$ cat config.mk
export PLATFORM = sky130hd
export DESIGN_NAME = sq_dur_mon_multi_flat
export DESIGN_NICKNAME = d
export VERILOG_FILES = /design/src/rtl/sq_dur_mon_multi_if.sv /design/src/rtl/sq_dur_mon_multi.sv /design/src/flat_wrapper.sv
export SDC_FILE = /design/constraint.sdc
export NUM_CORES = 1
export LEC_CHECK = 0
export BUFFER_PORTS_ARGS = -buffer_cell sky130_fd_sc_hd__buf_2
export CELL_PAD_IN_SITES_DETAIL_PLACEMENT = 1
export CELL_PAD_IN_SITES_GLOBAL_PLACEMENT = 1
export CORE_MARGIN = 4
export CORE_UTILIZATION = 47
export DETAILED_ROUTE_END_ITERATION = 8
export HOLD_SLACK_MARGIN = 0.05
export PLACE_DENSITY_LB_ADDON = 0.08
export SETUP_SLACK_MARGIN = 0.1
export SLEW_MARGIN = 5
export SYNTH_ARGS = -nofsm -noshare
export SYNTH_HDL_FRONTEND = slang
export SYNTH_SLANG_ARGS = --single-unit
$ cat constraint.sdc
create_clock -name clk -period 3.3 [get_ports clk]
set_input_delay 0 -clock clk [delete_from_list [all_inputs] [get_ports clk]]
set_output_delay 0 -clock clk [all_outputs]
set_load 0.01 [all_outputs]
$ cat src/rtl/sq_dur_mon_multi_if.sv
// Event and result bundle between a store-queue event source and the
// multi-slot residency monitor.
interface sq_dur_mon_multi_if #(
  parameter int IDX_W   = 6,
  parameter int TS_W    = 10,
  parameter int CNT_W   = 8,
  parameter int NUM_MON = 4,
  parameter int DROP_W  = 16
);
  logic [CNT_W-1:0]   counter_in;
  logic [TS_W-1:0]    timestamp;
  logic               alloc_valid;
  logic [IDX_W-1:0]   alloc_idx;
  logic               exec_valid;
  logic [IDX_W-1:0]   exec_idx;
  logic               retire_valid;
  logic [IDX_W-1:0]   retire_idx;
  logic               flush;

  logic               res_valid;
  logic [3:0]         res_slot;
  logic [TS_W-1:0]    res_dur_exec;
  logic [TS_W-1:0]    res_dur_end;
  logic               res_exec_seen;
  logic               res_timeout;
  logic [NUM_MON-1:0] busy_mask;
  logic [DROP_W-1:0]  drop_cnt;

  modport master (
    output counter_in, timestamp, alloc_valid, alloc_idx, exec_valid, exec_idx,
           retire_valid, retire_idx, flush,
    input  res_valid, res_slot, res_dur_exec, res_dur_end, res_exec_seen,
           res_timeout, busy_mask, drop_cnt
  );

  modport slave (
    input  counter_in, timestamp, alloc_valid, alloc_idx, exec_valid, exec_idx,
           retire_valid, retire_idx, flush,
    output res_valid, res_slot, res_dur_exec, res_dur_end, res_exec_seen,
           res_timeout, busy_mask, drop_cnt
  );
endinterface

$ cat src/rtl/sq_dur_mon_multi.sv
// Multi-slot store-queue residency monitor: samples entries at allocation and
// times them to execute and to retire, with per-slot timeout reclaim.
module sq_dur_mon_multi #(
  parameter int IDX_W   = 6,
  parameter int TS_W    = 10,
  parameter int CNT_W   = 8,
  parameter int NUM_MON = 4,
  parameter int TIMEOUT = 1023,
  parameter int DROP_W  = 16
) (
  input logic               clk,
  input logic               reset,
  sq_dur_mon_multi_if.slave bus
);

  localparam int AGE_W = $clog2(TIMEOUT + 1);
  localparam logic [AGE_W-1:0] AGE_LAST = AGE_W'(TIMEOUT - 1);

  typedef enum logic [1:0] {
    S_FREE,
    S_ARMED,
    S_EXECD,
    S_TOPEND
  } slot_state_e;

  slot_state_e       state_q [NUM_MON];
  slot_state_e       state_d [NUM_MON];
  logic [IDX_W-1:0]  idx_q   [NUM_MON];
  logic [IDX_W-1:0]  idx_d   [NUM_MON];
  logic [TS_W-1:0]   start_q [NUM_MON];
  logic [TS_W-1:0]   start_d [NUM_MON];
  logic [TS_W-1:0]   dexec_q [NUM_MON];
  logic [TS_W-1:0]   dexec_d [NUM_MON];
  logic [TS_W-1:0]   dend_q  [NUM_MON];
  logic [TS_W-1:0]   dend_d  [NUM_MON];
  logic [AGE_W-1:0]  age_q   [NUM_MON];
  logic [AGE_W-1:0]  age_d   [NUM_MON];
  logic [TS_W-1:0]   elapsed [NUM_MON];
  logic [NUM_MON-1:0] seen_q;
  logic [NUM_MON-1:0] seen_d;

  logic [NUM_MON-1:0] busy;
  logic [NUM_MON-1:0] ret_hit;
  logic [NUM_MON-1:0] exe_hit;
  logic [NUM_MON-1:0] dup_hit;
  logic [NUM_MON-1:0] arm_sel;
  logic [NUM_MON-1:0] to_sel;
  logic               free_found;
  logic               to_found;
  logic               arm_req;
  logic               drop;
  logic               ret_any;

  logic               res_fire;
  logic [3:0]         res_slot_d;
  logic [TS_W-1:0]    res_dexec_d;
  logic [TS_W-1:0]    res_dend_d;
  logic               res_seen_d;
  logic               res_to_d;

  logic               res_valid_q;
  logic [3:0]         res_slot_q;
  logic [TS_W-1:0]    res_dexec_q;
  logic [TS_W-1:0]    res_dend_q;
  logic               res_seen_q;
  logic               res_to_q;
  logic [DROP_W-1:0]  drop_q;

  // Per-slot matches against this cycle's events, all from registered state.
  always_comb begin
    busy    = '0;
    ret_hit = '0;
    exe_hit = '0;
    dup_hit = '0;
    for (int i = 0; i < NUM_MON; i++) begin
      busy[i]    = (state_q[i] != S_FREE);
      ret_hit[i] = bus.retire_valid && busy[i] && (idx_q[i] == bus.retire_idx);
      exe_hit[i] = bus.exec_valid && busy[i] && !seen_q[i] && (idx_q[i] == bus.exec_idx);
      dup_hit[i] = busy[i] && !ret_hit[i] && (idx_q[i] == bus.alloc_idx);
      elapsed[i] = bus.timestamp - start_q[i];
    end
  end

  always_comb begin
    arm_sel    = '0;
    to_sel     = '0;
    free_found = 1'b0;
    to_found   = 1'b0;
    for (int i = 0; i < NUM_MON; i++) begin
      if (!free_found && state_q[i] == S_FREE) begin
        arm_sel[i] = 1'b1;
        free_found = 1'b1;
      end
      if (!to_found && state_q[i] == S_TOPEND) begin
        to_sel[i] = 1'b1;
        to_found  = 1'b1;
      end
    end
    arm_req = bus.alloc_valid && (bus.counter_in == '0) && !bus.flush;
    drop    = arm_req && ((|dup_hit) || !free_found);
    if (!arm_req || (|dup_hit)) begin
      arm_sel = '0;
    end
    ret_any = |ret_hit;
    // A retire completion owns the result port; flush suppresses timeouts.
    if (ret_any || bus.flush) begin
      to_sel = '0;
    end
  end

  always_comb begin
    res_fire    = ret_any || (|to_sel);
    res_slot_d  = '0;
    res_dexec_d = '0;
    res_dend_d  = '0;
    res_seen_d  = 1'b0;
    res_to_d    = 1'b0;
    for (int i = 0; i < NUM_MON; i++) begin
      if (ret_hit[i]) begin
        res_slot_d  = 4'(i);
        res_dend_d  = elapsed[i];
        res_seen_d  = seen_q[i] || exe_hit[i];
        res_dexec_d = seen_q[i] ? dexec_q[i] : elapsed[i];
      end else if (to_sel[i]) begin
        res_slot_d  = 4'(i);
        res_dend_d  = dend_q[i];
        res_seen_d  = seen_q[i];
        res_dexec_d = seen_q[i] ? dexec_q[i] : dend_q[i];
        res_to_d    = 1'b1;
      end
    end
  end

  // Slot lifecycle: completion and flush free a slot; arming only lands on a
  // slot that was already free at the start of the cycle.
  always_comb begin
    for (int i = 0; i < NUM_MON; i++) begin
      state_d[i] = state_q[i];
      idx_d[i]   = idx_q[i];
      start_d[i] = start_q[i];
      dexec_d[i] = dexec_q[i];
      dend_d[i]  = dend_q[i];
      age_d[i]   = age_q[i];
      seen_d[i]  = seen_q[i];
      if (ret_hit[i] || to_sel[i] || bus.flush) begin
        state_d[i] = S_FREE;
      end else begin
        if (exe_hit[i]) begin
          seen_d[i]  = 1'b1;
          dexec_d[i] = elapsed[i];
          if (state_q[i] == S_ARMED) begin
            state_d[i] = S_EXECD;
          end
        end
        if (state_q[i] == S_ARMED || state_q[i] == S_EXECD) begin
          age_d[i] = age_q[i] + 1'b1;
          if (age_q[i] == AGE_LAST) begin
            state_d[i] = S_TOPEND;
            dend_d[i]  = elapsed[i];
          end
        end
      end
      if (arm_sel[i]) begin
        state_d[i] = S_ARMED;
        idx_d[i]   = bus.alloc_idx;
        start_d[i] = bus.timestamp;
        age_d[i]   = '0;
        seen_d[i]  = 1'b0;
      end
    end
  end

  always_ff @(posedge clk) begin
    if (!reset) begin
      for (int i = 0; i < NUM_MON; i++) begin
        state_q[i] <= S_FREE;
        idx_q[i]   <= '0;
        start_q[i] <= '0;
        dexec_q[i] <= '0;
        dend_q[i]  <= '0;
        age_q[i]   <= '0;
      end
      seen_q      <= '0;
      res_valid_q <= 1'b0;
      res_slot_q  <= '0;
      res_dexec_q <= '0;
      res_dend_q  <= '0;
      res_seen_q  <= 1'b0;
      res_to_q    <= 1'b0;
      drop_q      <= '0;
    end else begin
      for (int i = 0; i < NUM_MON; i++) begin
        state_q[i] <= state_d[i];
        idx_q[i]   <= idx_d[i];
        start_q[i] <= start_d[i];
        dexec_q[i] <= dexec_d[i];
        dend_q[i]  <= dend_d[i];
        age_q[i]   <= age_d[i];
      end
      seen_q      <= seen_d;
      res_valid_q <= res_fire;
      if (res_fire) begin
        res_slot_q  <= res_slot_d;
        res_dexec_q <= res_dexec_d;
        res_dend_q  <= res_dend_d;
        res_seen_q  <= res_seen_d;
        res_to_q    <= res_to_d;
      end
      if (drop && (drop_q != '1)) begin
        drop_q <= drop_q + 1'b1;
      end
    end
  end

  assign bus.res_valid     = res_valid_q;
  assign bus.res_slot      = res_slot_q;
  assign bus.res_dur_exec  = res_dexec_q;
  assign bus.res_dur_end   = res_dend_q;
  assign bus.res_exec_seen = res_seen_q;
  assign bus.res_timeout   = res_to_q;
  assign bus.busy_mask     = busy;
  assign bus.drop_cnt      = drop_q;

endmodule

$ cat src/flat_wrapper.sv
// flat-port wrapper written by rule: the top's interface ports become plain ports
module sq_dur_mon_multi_flat 
#(
  parameter int IDX_W   = 6,
  parameter int TS_W    = 10,
  parameter int CNT_W   = 8,
  parameter int NUM_MON = 4,
  parameter int TIMEOUT = 1023,
  parameter int DROP_W  = 16
)
  (clk, reset, bus_counter_in, bus_timestamp, bus_alloc_valid, bus_alloc_idx, bus_exec_valid, bus_exec_idx, bus_retire_valid, bus_retire_idx, bus_flush, bus_res_valid, bus_res_slot, bus_res_dur_exec, bus_res_dur_end, bus_res_exec_seen, bus_res_timeout, bus_busy_mask, bus_drop_cnt);
  sq_dur_mon_multi_if #(.IDX_W(IDX_W), .TS_W(TS_W), .CNT_W(CNT_W), .NUM_MON(NUM_MON), .DROP_W(DROP_W)) bus_i ();
  input logic clk;
  input logic reset;
  input wire logic [$bits(bus_i.counter_in)-1:0] bus_counter_in;
  input wire logic [$bits(bus_i.timestamp)-1:0] bus_timestamp;
  input wire logic [$bits(bus_i.alloc_valid)-1:0] bus_alloc_valid;
  input wire logic [$bits(bus_i.alloc_idx)-1:0] bus_alloc_idx;
  input wire logic [$bits(bus_i.exec_valid)-1:0] bus_exec_valid;
  input wire logic [$bits(bus_i.exec_idx)-1:0] bus_exec_idx;
  input wire logic [$bits(bus_i.retire_valid)-1:0] bus_retire_valid;
  input wire logic [$bits(bus_i.retire_idx)-1:0] bus_retire_idx;
  input wire logic [$bits(bus_i.flush)-1:0] bus_flush;
  output wire logic [$bits(bus_i.res_valid)-1:0] bus_res_valid;
  output wire logic [$bits(bus_i.res_slot)-1:0] bus_res_slot;
  output wire logic [$bits(bus_i.res_dur_exec)-1:0] bus_res_dur_exec;
  output wire logic [$bits(bus_i.res_dur_end)-1:0] bus_res_dur_end;
  output wire logic [$bits(bus_i.res_exec_seen)-1:0] bus_res_exec_seen;
  output wire logic [$bits(bus_i.res_timeout)-1:0] bus_res_timeout;
  output wire logic [$bits(bus_i.busy_mask)-1:0] bus_busy_mask;
  output wire logic [$bits(bus_i.drop_cnt)-1:0] bus_drop_cnt;
  assign bus_i.counter_in = bus_counter_in;
  assign bus_i.timestamp = bus_timestamp;
  assign bus_i.alloc_valid = bus_alloc_valid;
  assign bus_i.alloc_idx = bus_alloc_idx;
  assign bus_i.exec_valid = bus_exec_valid;
  assign bus_i.exec_idx = bus_exec_idx;
  assign bus_i.retire_valid = bus_retire_valid;
  assign bus_i.retire_idx = bus_retire_idx;
  assign bus_i.flush = bus_flush;
  assign bus_res_valid = bus_i.res_valid;
  assign bus_res_slot = bus_i.res_slot;
  assign bus_res_dur_exec = bus_i.res_dur_exec;
  assign bus_res_dur_end = bus_i.res_dur_end;
  assign bus_res_exec_seen = bus_i.res_exec_seen;
  assign bus_res_timeout = bus_i.res_timeout;
  assign bus_busy_mask = bus_i.busy_mask;
  assign bus_drop_cnt = bus_i.drop_cnt;
  sq_dur_mon_multi #(.IDX_W(IDX_W), .TS_W(TS_W), .CNT_W(CNT_W), .NUM_MON(NUM_MON), .TIMEOUT(TIMEOUT), .DROP_W(DROP_W)) u_core (.clk(clk), .reset(reset), .bus(bus_i));
endmodule
==> impl_metrics.toml <==
[yosys]
synth_seq_area_share_pct = 34.0
yosys.cell_types.count = 83
ys_warn_count = 0
number_of_enable_flip_flop_cells_after_synthesis = 0
synth_top_area_share_pct = 34.0
ys_ff_latch = 237
yosysMostFrequentCell = "sky130_fd_sc_hd__dfxtp_1"
postSynthAreaPerCell_um2 = 8.18
synth_top_cells_by_count = "sky130_fd_sc_hd__dfxtp_1 (237), sky130_fd_sc_hd__nor2_1 (169), sky130_fd_sc_hd__nand2_1 (140)"
postSynth.asyncResetShare_pct = 0
combined_area_of_all_synthesized_cells_um2 = 14000
post_synth_inst_count = 1708
yosysTopAreaCell = "sky130_fd_sc_hd__dfxtp_1"
synth_area_leaders = "sky130_fd_sc_hd__dfxtp_1 (34%), sky130_fd_sc_hd__ha_1 (5.2%), sky130_fd_sc_hd__xnor2_1 (4.8%)"
postSynth.topFlopCell = "sky130_fd_sc_hd__dfxtp_1"

[route]
wl_mm = 48.8
post_drt_via_cell_ratio = 6.09
remaining_drc_errors = 0
first_iter_violations = 1019
detail_route.wl_per_cell_um = 22.1
vias = 13400
remaining_antenna_violation_count = 0
drt_pass1_iterations = 5

[clock_tree]
clock_tree_from_tritoncts = "done"
clk_pin_slew_worst_paths_ps = 70
cts_sinks = 237
cts_buffer_depth = 3
worst_skew_pair.late_latency_ps = 550
ctsRootBufferMaster = "sky130_fd_sc_hd__clkbuf_16"
cts-htree-levels = 1
cts_made_buffers = 29

[finish]
finalNetCount = 1906
insertedDiodeCount = 0
layout-area-overhead-vs-synth_pct = 15.5
ratio_of_cells_with_drive_above_1_in_the_final_layout_pct = 13.9
fillerInstances = 3477

[timing]
finalMaxSlewViolations = 0
finalClockSkew_ps = 12.2
rsz0062_at_grt = "yes"
maxSlewHeadroom_pct = 39.1
min_period_over_period_pct = 93.0
fin_tns_setup_ps = 0
hold_viol = 0
minimum_setup_slack_in_the_final_design_ps = 232
final_period_minus_worst_setup_slack_ps = 3070
setup_viol = 0
tightestPinTransition_ps = 908
clock.fmax_ghz = 0.326

[power]
share_clk_of_total_power_pct = 49.4
p_sw_w = 0.00167
p_leak_nw = 6.23
switching_share_pct = 24.8
power_density_nw_per_um2 = 416
intPower_w = 0.00505
power_frac_comb_pct = 8.0
vdd.ir_drop.worst_mv = 0.419
power.sequential.fraction_pct = 42.6

[place]
buffer_ports.inserted = 86
finalWeightedCongestion = 0.909
preCtsSetupSlack_ps = 132
detailedPlacementHpwl_mm = 35.8

[grt]
gr-usage-all-layers_pct = 29.0
first_global_vias = 13500
pin_count_of_the_biggest_net_entering_global_routing = 66
antenna_violations_before_repair = 0
globalRoute.totalOverflow = 0
first_pass_grt_wire_length_mm = 77.3

[floorplan]
die_height_um = 180
pin_count = 89
core_region_area_um2 = 29000
floorplan_die_width_um = 180
floorplan.initialDensity_pct = 48.2
floorplan.rows = 62
die_footprint_um2 = 32600

[critical_path]
worstReg2RegStart = "u_core.state_q[1][0]$_SDFF_PN0_"
timing.critical_path.to_type = "register"
timing.critical_path.from_type = "register"
cp_data_arrival_time_ps = 3510
required_ps = 3740
timing.setup.critical_path_class = "register to register"
worst-path-max-fanout = 15
setup.worst_path.start = "u_core.state_q[1][0]$_SDFF_PN0_"

[hold_path]
min-delay-path-class = "primary input to register"
hold_path.startpoint = "bus_exec_valid"

[run]
timing.max_cap.violations = 0

[outcome]
outcome = "finished clean"
-- through the flow --
stage	instances	area [µm²]	utilization (%)	total power (W)	hold slack (ps)
floorplan	1709	14000	-	0.00324	130
global placement	2132	14900	51.3	0.00343	317
detailed placement	2132	14900	51.3	0.00344	342
CTS	2203	16100	55.4	0.00676	95.9
global route	2207	16100	55.6	0.00694	146
finish	2207	16100	55.6	0.00672	123
-- worst max-delay path: stages, from the launching register on --
cell and delay (ps):
sky130_fd_sc_hd__dfxtp_1 360, sky130_fd_sc_hd__inv_1 70, sky130_fd_sc_hd__ha_1 280, sky130_fd_sc_hd__nor2b_1 180, sky130_fd_sc_hd__nand4_1 230, sky130_fd_sc_hd__nor2_4 380
sky130_fd_sc_hd__buf_4 210, sky130_fd_sc_hd__nor4_2 50, sky130_fd_sc_hd__buf_4 200, sky130_fd_sc_hd__a221o_1 360, sky130_fd_sc_hd__a21oi_1 150, sky130_fd_sc_hd__o21ai_0 220
sky130_fd_sc_hd__a22o_1 230
-- placed cells by master, fill, tap and decap left out, types with 6 or more instances in the layout --
master | Yosys | final
sky130_fd_sc_hd__and3_1 | 29 | 29
sky130_fd_sc_hd__mux2i_1 | 59 | 59
sky130_fd_sc_hd__dfxtp_1 | 237 | 237
sky130_fd_sc_hd__or2_2 | 6 | 6
sky130_fd_sc_hd__a21oi_1 | 94 | 94
sky130_fd_sc_hd__nand4_1 | 37 | 37
sky130_fd_sc_hd__or3_1 | 11 | 11
sky130_fd_sc_hd__nor4_1 | 25 | 23
sky130_fd_sc_hd__and2_1 | 13 | 13
sky130_fd_sc_hd__o22ai_1 | 7 | 7
sky130_fd_sc_hd__ha_1 | 58 | 58
sky130_fd_sc_hd__dlygate4sd3_1 | 0 | 19
sky130_fd_sc_hd__a22o_1 | 7 | 7
sky130_fd_sc_hd__buf_4 | 10 | 68
sky130_fd_sc_hd__a211oi_1 | 14 | 14
sky130_fd_sc_hd__nor2b_1 | 15 | 15
sky130_fd_sc_hd__a311oi_1 | 7 | 7
sky130_fd_sc_hd__o221ai_1 | 7 | 7
sky130_fd_sc_hd__xor2_1 | 70 | 70
sky130_fd_sc_hd__buf_2 | 39 | 85
sky130_fd_sc_hd__nand2b_1 | 10 | 9
sky130_fd_sc_hd__o31ai_1 | 20 | 19
sky130_fd_sc_hd__o2111ai_1 | 7 | 7
sky130_fd_sc_hd__a221oi_1 | 9 | 9
sky130_fd_sc_hd__o21a_1 | 9 | 9
sky130_fd_sc_hd__clkbuf_16 | 0 | 29
sky130_fd_sc_hd__nand2_1 | 140 | 140
sky130_fd_sc_hd__a22oi_1 | 10 | 10
sky130_fd_sc_hd__nand3b_1 | 6 | 6
sky130_fd_sc_hd__clkinv_2 | 0 | 7
sky130_fd_sc_hd__inv_1 | 65 | 64
sky130_fd_sc_hd__nor3_1 | 39 | 38
sky130_fd_sc_hd__o21ai_0 | 82 | 82
sky130_fd_sc_hd__o211ai_1 | 16 | 16
sky130_fd_sc_hd__nor2_1 | 169 | 168
sky130_fd_sc_hd__nand3_1 | 114 | 114
sky130_fd_sc_hd__xnor2_1 | 76 | 76
sky130_fd_sc_hd__a31oi_1 | 14 | 14
-- per-layer routing --
metal,GRT usage [%],vias up,share of wire (%)
met5,0,-,0
met4,6.90,0,2.6
met1,40.1,6696,46
met3,4.84,75,5.8
li1,-,6288,-
met2,47.6,382,46
-- cell families after synthesis --
group	synth area share, %
AOI/OAI and AO/OA	18.0
xor gates and xnor gates	9.15
adders and majority gates	5.77
buffers and inverters	5.75
DFF	34.0
muxes	4.55
other	0.0268
and+or+nand+nor	22.8
-- registers in the layout, summed over array words and instances (netlist names) --
name,cells
u_core.state_q,8
u_core.bus.res_timeout,1
u_core.idx_q,24
u_core.seen_q,4
u_core.bus.res_valid,1
u_core.bus.drop_cnt,16
u_core.bus.res_exec_seen,1
u_core.dexec_q,40
u_core.dend_q,40
u_core.bus.res_slot,2
u_core.start_q,40
u_core.age_q,40
u_core.bus.res_dur_exec,10
u_core.bus.res_dur_end,10
-- area by class of cell --
class,count,area (µm²),area share (%)
Tap cell,384,480,2.98
Sequential cell,237,4740,29.4
Inverter,67,254,1.57
Multi-Input combinational cell,1291,8490,52.6
Timing Repair Buffer,176,1190,7.36
Clock buffer,36,792,4.91
Clock inverter,16,195,1.21
-- power by group through the flow --
stage          clock network (W)  logic, W  registers, W
5_1_grt                  0.00350  0.000582       0.00286
6_report                 0.00332  0.000539       0.00286
2_1_floorplan                  0  0.000316       0.00292
4_1_cts                  0.00337  0.000533       0.00286
3_3_place_gp                   0  0.000502       0.00292
3_5_place_dp                   0  0.000512       0.00292
-- final timing paths --
path	end	slack, ps	cells past startpoint
worst min-delay path	u_core.state_q[0][1]$_SDFF_PP0_	120	5
worst min register to register	u_core.dexec_q[1][9]$_SDFFE_PN0P_	450	2
worst max register to register	u_core.bus.res_dur_end[3]$_SDFFE_PN0P_	230	12
worst max-delay path	u_core.bus.res_dur_end[3]$_SDFFE_PN0P_	230	12
-- timing repair --
action / CTS / global route
hold buffers: 19 / 0
hold endpoints to repair: 74 / 0
setup endpoints to repair: 0 / 12
resized for setup: 0 / 10
setup buffers: 0 / 4
Note: power is estimated with default switching activity, not from simulation.
